===== src/rtl/mul_div_unit_pkg.sv =====
`default_nettype none
// ============================================================================
// Module      : mul_div_unit_pkg
// Description : Shared constants for the iterative multiply/divide unit.
//               Holds the default word width, the operation codes and the
//               state encodings, plus small helpers that classify an
//               operation code.
// Revision    : 1.0 - initial release
// ============================================================================
package mul_div_unit_pkg;

    // Default operand and HI/LO width
    localparam int WORD_WIDTH = 32;

    // Operation code type and encodings (codes 6 and 7 are reserved)
    typedef logic [2:0] md_op_t;

    localparam md_op_t MDOP_MULT  = 3'd0;
    localparam md_op_t MDOP_MULTU = 3'd1;
    localparam md_op_t MDOP_DIV   = 3'd2;
    localparam md_op_t MDOP_DIVU  = 3'd3;
    localparam md_op_t MDOP_MTHI  = 3'd4;
    localparam md_op_t MDOP_MTLO  = 3'd5;

    // Controller state encodings
    localparam logic [1:0] MD_IDLE = 2'd0;
    localparam logic [1:0] MD_BUSY = 2'd1;
    localparam logic [1:0] MD_DONE = 2'd2;

    // Operation treats its operands as two's-complement values
    function automatic logic md_is_signed(input md_op_t op);
        return (op == MDOP_MULT) || (op == MDOP_DIV);
    endfunction

    // Operation needs the multi-cycle datapath
    function automatic logic md_is_iter(input md_op_t op);
        return (op == MDOP_MULT) || (op == MDOP_MULTU) ||
               (op == MDOP_DIV)  || (op == MDOP_DIVU);
    endfunction

    // Operation selects the divider rather than the multiplier
    function automatic logic md_is_div(input md_op_t op);
        return (op == MDOP_DIV) || (op == MDOP_DIVU);
    endfunction

endpackage : mul_div_unit_pkg
`default_nettype wire


===== src/rtl/mul_div_unit_sign_fix.sv =====
`default_nettype none
// ============================================================================
// Module      : md_sign_fix
// Description : Combinational conditional two's-complement negate. Used both
//               to turn signed operands into magnitudes and to re-apply the
//               result sign after the iterative core has finished.
// Ports       : val_i  - input value (W bits)
//               neg_i  - 1 = negate, 0 = pass through
//               val_o  - result (W bits)
// Revision    : 1.0 - initial release
// ============================================================================
module md_sign_fix #(
    parameter int W = 32
) (
    input  logic [W-1:0] val_i,
    input  logic         neg_i,
    output logic [W-1:0] val_o
);

    always_comb begin
        val_o = val_i;
        if (neg_i) begin
            val_o = ~val_i + W'(1);
        end
    end

endmodule : md_sign_fix
`default_nettype wire


===== src/rtl/mul_div_unit.sv =====
`default_nettype none
// ============================================================================
// Module      : mul_div_unit
// Description : Radix-2 iterative multiply/divide unit with architectural
//               HI/LO registers. Executes MULT/MULTU/DIV/DIVU in WIDTH+2
//               clock edges (latch, WIDTH iterations, fix-up) and MTHI/MTLO
//               in a single edge. Signed operations run on magnitudes; the
//               result sign is re-applied in the fix-up cycle.
// Ports       : clk    - system clock, rising edge
//               rst    - asynchronous active-high reset
//               start  - operation request, sampled only while idle
//               mdOp   - operation code
//               src1   - multiplicand / dividend / MTHI-MTLO data
//               src2   - multiplier / divisor
//               flush  - abort in-flight operation, blocks start when idle
//               busy   - operation in progress
//               done   - one-cycle pulse when HI/LO written by mult/div
//               hi, lo - HI and LO registers
// Revision    : 1.0 - initial release
// ============================================================================
module mul_div_unit
    import mul_div_unit_pkg::*;
#(
    parameter int WIDTH = WORD_WIDTH
) (
    input  logic             clk,
    input  logic             rst,
    input  logic             start,
    input  logic [2:0]       mdOp,
    input  logic [WIDTH-1:0] src1,
    input  logic [WIDTH-1:0] src2,
    input  logic             flush,
    output logic             busy,
    output logic             done,
    output logic [WIDTH-1:0] hi,
    output logic [WIDTH-1:0] lo
);

    localparam int CNT_W = $clog2(WIDTH) + 1;

    // ------------------------------------------------------------------
    // State
    // ------------------------------------------------------------------
    logic [1:0]       state_q,  state_d;
    logic [CNT_W-1:0] cnt_q,    cnt_d;
    logic [WIDTH-1:0] acc_hi_q, acc_hi_d;  // partial product high / remainder
    logic [WIDTH-1:0] acc_lo_q, acc_lo_d;  // multiplier shifting out / quotient shifting in
    logic [WIDTH-1:0] opb_q,    opb_d;     // multiplicand or divisor magnitude
    logic             is_div_q, is_div_d;
    logic             neg_lo_q, neg_lo_d;  // negate product (mult) or quotient (div)
    logic             neg_hi_q, neg_hi_d;  // negate remainder (div only)
    logic [WIDTH-1:0] hi_q,     hi_d;
    logic [WIDTH-1:0] lo_q,     lo_d;
    logic             done_q,   done_d;

    // ------------------------------------------------------------------
    // Operand magnitudes
    // ------------------------------------------------------------------
    logic             w_signed;
    logic             w_a_neg;
    logic             w_b_neg;
    logic             w_b_zero;
    logic [WIDTH-1:0] w_a_mag;
    logic [WIDTH-1:0] w_b_mag;

    assign w_signed = md_is_signed(mdOp);
    assign w_a_neg  = w_signed & src1[WIDTH-1];
    assign w_b_neg  = w_signed & src2[WIDTH-1];
    assign w_b_zero = (src2 == '0);

    md_sign_fix #(.W(WIDTH)) u_mag_a (
        .val_i (src1),
        .neg_i (w_a_neg),
        .val_o (w_a_mag)
    );

    md_sign_fix #(.W(WIDTH)) u_mag_b (
        .val_i (src2),
        .neg_i (w_b_neg),
        .val_o (w_b_mag)
    );

    // ------------------------------------------------------------------
    // Iteration datapath
    // ------------------------------------------------------------------
    // Shift-add: add the multiplicand when the current multiplier bit is set,
    // then shift the {carry, acc_hi, acc_lo} chain right by one.
    logic [WIDTH:0]   w_mul_sum;
    assign w_mul_sum = {1'b0, acc_hi_q} + (acc_lo_q[0] ? {1'b0, opb_q} : '0);

    // Restoring divide: shift the next dividend bit into the remainder and
    // trial-subtract the divisor. Bit WIDTH of the difference is the borrow,
    // since the shifted remainder is always below twice the divisor.
    logic [WIDTH:0]   w_div_shift;
    logic [WIDTH:0]   w_div_diff;
    logic             w_div_ok;
    assign w_div_shift = {acc_hi_q, acc_lo_q[WIDTH-1]};
    assign w_div_diff  = w_div_shift - {1'b0, opb_q};
    assign w_div_ok    = ~w_div_diff[WIDTH];

    // ------------------------------------------------------------------
    // Result sign fix-up
    // ------------------------------------------------------------------
    logic [2*WIDTH-1:0] w_prod_fix;
    logic [WIDTH-1:0]   w_quo_fix;
    logic [WIDTH-1:0]   w_rem_fix;

    md_sign_fix #(.W(2*WIDTH)) u_fix_prod (
        .val_i ({acc_hi_q, acc_lo_q}),
        .neg_i (neg_lo_q),
        .val_o (w_prod_fix)
    );

    md_sign_fix #(.W(WIDTH)) u_fix_quo (
        .val_i (acc_lo_q),
        .neg_i (neg_lo_q),
        .val_o (w_quo_fix)
    );

    md_sign_fix #(.W(WIDTH)) u_fix_rem (
        .val_i (acc_hi_q),
        .neg_i (neg_hi_q),
        .val_o (w_rem_fix)
    );

    // ------------------------------------------------------------------
    // Next-state logic
    // ------------------------------------------------------------------
    always_comb begin
        state_d  = state_q;
        cnt_d    = cnt_q;
        acc_hi_d = acc_hi_q;
        acc_lo_d = acc_lo_q;
        opb_d    = opb_q;
        is_div_d = is_div_q;
        neg_lo_d = neg_lo_q;
        neg_hi_d = neg_hi_q;
        hi_d     = hi_q;
        lo_d     = lo_q;
        done_d   = 1'b0;

        case (state_q)
            MD_IDLE: begin
                // flush has priority over any request while idle
                if (start && !flush) begin
                    if (md_is_iter(mdOp)) begin
                        state_d  = MD_BUSY;
                        cnt_d    = '0;
                        acc_hi_d = '0;
                        acc_lo_d = w_a_mag;
                        opb_d    = w_b_mag;
                        is_div_d = md_is_div(mdOp);
                        // A zero divisor must yield an all-ones quotient
                        // regardless of the dividend sign, so the quotient
                        // negate is suppressed. The remainder still carries
                        // the dividend sign, which reproduces src1 exactly.
                        neg_lo_d = (w_a_neg ^ w_b_neg) &
                                   ~(md_is_div(mdOp) & w_b_zero);
                        neg_hi_d = md_is_div(mdOp) & w_a_neg;
                    end else if (mdOp == MDOP_MTHI) begin
                        hi_d = src1;
                    end else if (mdOp == MDOP_MTLO) begin
                        lo_d = src1;
                    end
                end
            end

            MD_BUSY: begin
                if (flush) begin
                    state_d = MD_IDLE;
                    cnt_d   = '0;
                end else begin
                    if (is_div_q) begin
                        acc_hi_d = w_div_ok ? w_div_diff[WIDTH-1:0]
                                            : w_div_shift[WIDTH-1:0];
                        acc_lo_d = {acc_lo_q[WIDTH-2:0], w_div_ok};
                    end else begin
                        acc_hi_d = w_mul_sum[WIDTH:1];
                        acc_lo_d = {w_mul_sum[0], acc_lo_q[WIDTH-1:1]};
                    end
                    cnt_d = cnt_q + CNT_W'(1);
                    if (cnt_q == CNT_W'(WIDTH - 1)) begin
                        state_d = MD_DONE;
                    end
                end
            end

            MD_DONE: begin
                state_d = MD_IDLE;
                cnt_d   = '0;
                if (!flush) begin
                    done_d = 1'b1;
                    if (is_div_q) begin
                        hi_d = w_rem_fix;
                        lo_d = w_quo_fix;
                    end else begin
                        hi_d = w_prod_fix[2*WIDTH-1:WIDTH];
                        lo_d = w_prod_fix[WIDTH-1:0];
                    end
                end
            end

            default: begin
                state_d = MD_IDLE;
                cnt_d   = '0;
            end
        endcase
    end

    // ------------------------------------------------------------------
    // Registers
    // ------------------------------------------------------------------
    always_ff @(posedge clk or posedge rst) begin
        if (rst) begin
            state_q  <= MD_IDLE;
            cnt_q    <= '0;
            acc_hi_q <= '0;
            acc_lo_q <= '0;
            opb_q    <= '0;
            is_div_q <= 1'b0;
            neg_lo_q <= 1'b0;
            neg_hi_q <= 1'b0;
            hi_q     <= '0;
            lo_q     <= '0;
            done_q   <= 1'b0;
        end else begin
            state_q  <= state_d;
            cnt_q    <= cnt_d;
            acc_hi_q <= acc_hi_d;
            acc_lo_q <= acc_lo_d;
            opb_q    <= opb_d;
            is_div_q <= is_div_d;
            neg_lo_q <= neg_lo_d;
            neg_hi_q <= neg_hi_d;
            hi_q     <= hi_d;
            lo_q     <= lo_d;
            done_q   <= done_d;
        end
    end

    // ------------------------------------------------------------------
    // Outputs
    // ------------------------------------------------------------------
    assign busy = (state_q != MD_IDLE);
    assign done = done_q;
    assign hi   = hi_q;
    assign lo   = lo_q;

endmodule : mul_div_unit
`default_nettype wire

===== config.mk =====
export PLATFORM = sky130hd
export DESIGN_NAME = mul_div_unit
export DESIGN_NICKNAME = d
export VERILOG_FILES = /design/src/rtl/mul_div_unit_pkg.sv /design/src/rtl/mul_div_unit_sign_fix.sv /design/src/rtl/mul_div_unit.sv
export SDC_FILE = /design/constraint.sdc
export NUM_CORES = 1
export LEC_CHECK = 0
export ABC_AREA = 0
export CORE_ASPECT_RATIO = 1.4
export CORE_UTILIZATION = 25
export CTS_CLUSTER_SIZE = 28
export DETAILED_ROUTE_END_ITERATION = 10
export PLACE_DENSITY_LB_ADDON = 0.05
export SETUP_SLACK_MARGIN = 0.4
export SYNTH_ARGS = -nofsm -noshare
export SYNTH_HDL_FRONTEND = slang
export SYNTH_SLANG_ARGS = --single-unit

===== constraint.sdc =====
create_clock -name clk -period 13.3 [get_ports clk]
set_clock_uncertainty 0.05 [all_clocks]
set_input_delay 3.99 -clock clk [delete_from_list [all_inputs] [get_ports clk]]
set_output_delay 3.99 -clock clk [all_outputs]
set_load 0.1 [all_outputs]

==> impl_metrics.toml <==
[hold_path]
worstHoldStart = "lo[21]"
hold_path.class = "reg2reg"
hold_end = "lo[21]"
min_path_cells = 1

[setup_path]
crit_arrival_ps = 7160
rr_worst_depth = 15
rr_endpoint = "acc_hi_q[23]"
cp-startpoint = "src2[6]"
start_kind = "input pin"
crit_fanout = 5
end_kind = "register"
r2r_start = "acc_lo_q[31]"
rrSetupSlack_ps = 8200
setup.worst_path.class = "in2reg"
required_ps = 13570

[final_layout]
fillers = 6131
fin_area_mm2 = 0.0170
syn2layout_area_growth_pct = 18.9
drive_above_1_share_pct = 5.08
fin_nets = 2017
diodes = 0

[drt]
avgViaCountPerCell = 4.99
drtAntennaViolNets = 0
avgRoutedWirePerCell_um = 20.6
dr.pass1.iters = 5
totalWireLength_mm = 54.0
drt_iter0_drc = 592
wl_met1_mm = 23.1
vias = 13100
drc_errors = 0
route.met2.wl_mm = 27.9
wl_met3_mm = 1.37
top_layer = "met4"

[placed_design]
place_area_mm2 = 0.0164
dp.final_hpwl_mm = 42.0
gp_congestion = 0.895
port_buffers = 136

[status]
status = "finished clean"

[pwr]
p_total_uw = 3860
leakagePower_uw = 0.00710
peakVddDrop_mv = 0.103
powerDensity_mw_per_mm2 = 227

[yosys]
synth_cells = 1799
synth_cell_types = 83
syn_avg_cell_area_um2 = 7.94
ys_seq_area_share_pct = 30.1
synthFlopType = "dfrtp_1"
syn_area_mm2 = 0.0143
synth_seq_cells = 172
synth_edf_count = 0
yosysWarnings = 0
synth_fp_nets = 1941
async_reset_ff_share_pct = 100

[grt]
grt_start_max_net_pins = 66
overflow = 0
grt_pass1_vias = 13500
antenna_found_initial = 0
track_usage_pct = 18.9
grt_pass1_wl_mm = 83.1

[clock_network]
cts_made_buffers = 17
cts_tree = "done"
cts-resized-gates = 0
cts_hold_buffers = 0
cts.sinks = 172
clock_latency_ps = 470
cts_buffer_depth = 2
cts_setup_buffers = 0
htree_levels = 4
clk_pin_slew_worst_paths_ps = 70
cts_root_buffer = "clkbuf_16"

[die]
die_area_mm2 = 0.0581
rows = 103
ios = 137
coreArea_mm2 = 0.0564
initial_core_util_pct = 25.3
die_w_um = 204
die_y_um = 285

[sta]
rsz0062_at_grt = "false"
max_freq_ghz = 0.145
hold_violations = 0
final_max_slew_viol_count = 0
finalSetupViolations = 0
worst_pin_slew_ps = 1060
hold_ws_ps = 428
timing.final.crit_share_pct = 51.8
fin_crit_ps = 6890
relSlewSlack_pct = 29.2
finalSetupTns_ps = 0

[flow_run]
max_cap_violations = 0
==> flip-flops by register name, indices dropped and copies added, names as in the netlist <==
register and flops:
acc_hi_q 32, acc_lo_q 32, cnt_q 6, done 1, hi 32, is_div_q 1, lo 32, neg_hi_q 1
neg_lo_q 1, opb_q 32, state_q 2
==> Yosys cell counts, types with 10 or more instances <==
cell type | n | area [um2]
a22oi_1 | 18 | 135
o31ai_1 | 37 | 278
and2_1 | 18 | 113
dfrtp_1 | 172 | 4300
or4_1 | 10 | 75.1
nand2_1 | 234 | 878
nand2b_1 | 24 | 150
nor4_1 | 13 | 81.3
a21o_1 | 24 | 180
or3_1 | 19 | 119
o21ai_1 | 44 | 220
a21oi_1 | 142 | 711
a31oi_1 | 14 | 87.6
xnor2_1 | 91 | 797
clkbuf_1 | 89 | 334
mux2i_1 | 63 | 631
xor2_1 | 81 | 709
nor2_1 | 163 | 612
inv_1 | 58 | 218
nor3_1 | 24 | 120
o41ai_1 | 12 | 105
ha_1 | 69 | 863
o21ai_0 | 188 | 941
nand3_1 | 25 | 125
==> critical path: stages <==
cell             delay [ps]
clkdlybuf4s50_1         490
or4_1                   580
nor4_1                  370
nand2b_1                180
nor4_1                  600
nand3_1                 330
o31ai_1                 360
xor2_1                  170
o21ai_0                  90
==> where the power goes <==
group | leakage, uW | switching, uW | internal (uW) | total [uW]
Sequential | 0.00218 | 253 | 669 | 922
Clock | 0.000302 | 235 | 312 | 546
Combinational | 0.00462 | 1540 | 851 | 2390
==> layout make-up <==
class	count	area, um2	area share (%)
clock buffers	23	478	2.82
clock inverters	9	135	0.796
inverters	58	225	1.33
multi-input cells	1469	9390	55.3
flip-flops and latches	172	4310	25.4
well taps	735	920	5.42
repair buffers	157	1520	8.95
==> cell usage in the layout, fill, tap and decap left out, drive strengths merged, types with 59 or more instances in the layout <==
cell / count
a21oi: 142
clkdlybuf4s50: 136
dfrtp: 172
ha: 69
inv: 59
mux2i: 63
nand2: 234
nor2: 164
o21ai: 233
xnor2: 92
xor2: 81
==> through the flow <==
| step | utilization (%) | instances | worst slack, ps |
|---|---|---|---|
| floorplan | - | 1799 | 4600 |
| global placement | 29.0 | 2591 | 6010 |
| detailed placement | 29.0 | 2591 | 5970 |
| CTS | 30.1 | 2623 | 6470 |
| global route | 30.1 | 2623 | 6170 |
| finish | 30.1 | 2623 | 6410 |
==> per-layer routing <==
metal,global-route usage (%),vias up
li1,-,6580
met1,22.4,6242
met2,34.5,231
met3,2.05,46
met4,6.88,0
met5,0,-
==> cell families (layout without fill, tap and decap cells) <==
logic type,Yosys count,after routing,share of synthesized area (%)
flops,172,172,30.1
xor+xnor,173,173,10.7
mux,64,64,4.50
fa+ha+maj,71,71,6.33
compound gates,569,569,24.2
buf+inv,158,247,4.35
simple gates,592,592,19.7
==> worst max-delay path by stage <==
stage	depth (start not counted)	end	slack, ps
final	9	opb_q[28]	6410
after global routing	9	opb_q[28]	6170
after CTS	9	opb_q[28]	6470
after detailed placement	9	opb_q[28]	5970
after global placement	9	opb_q[28]	6010
after floorplan	1	acc_hi_q[0]	4600
Note: power is estimated with default switching activity, not from simulation.
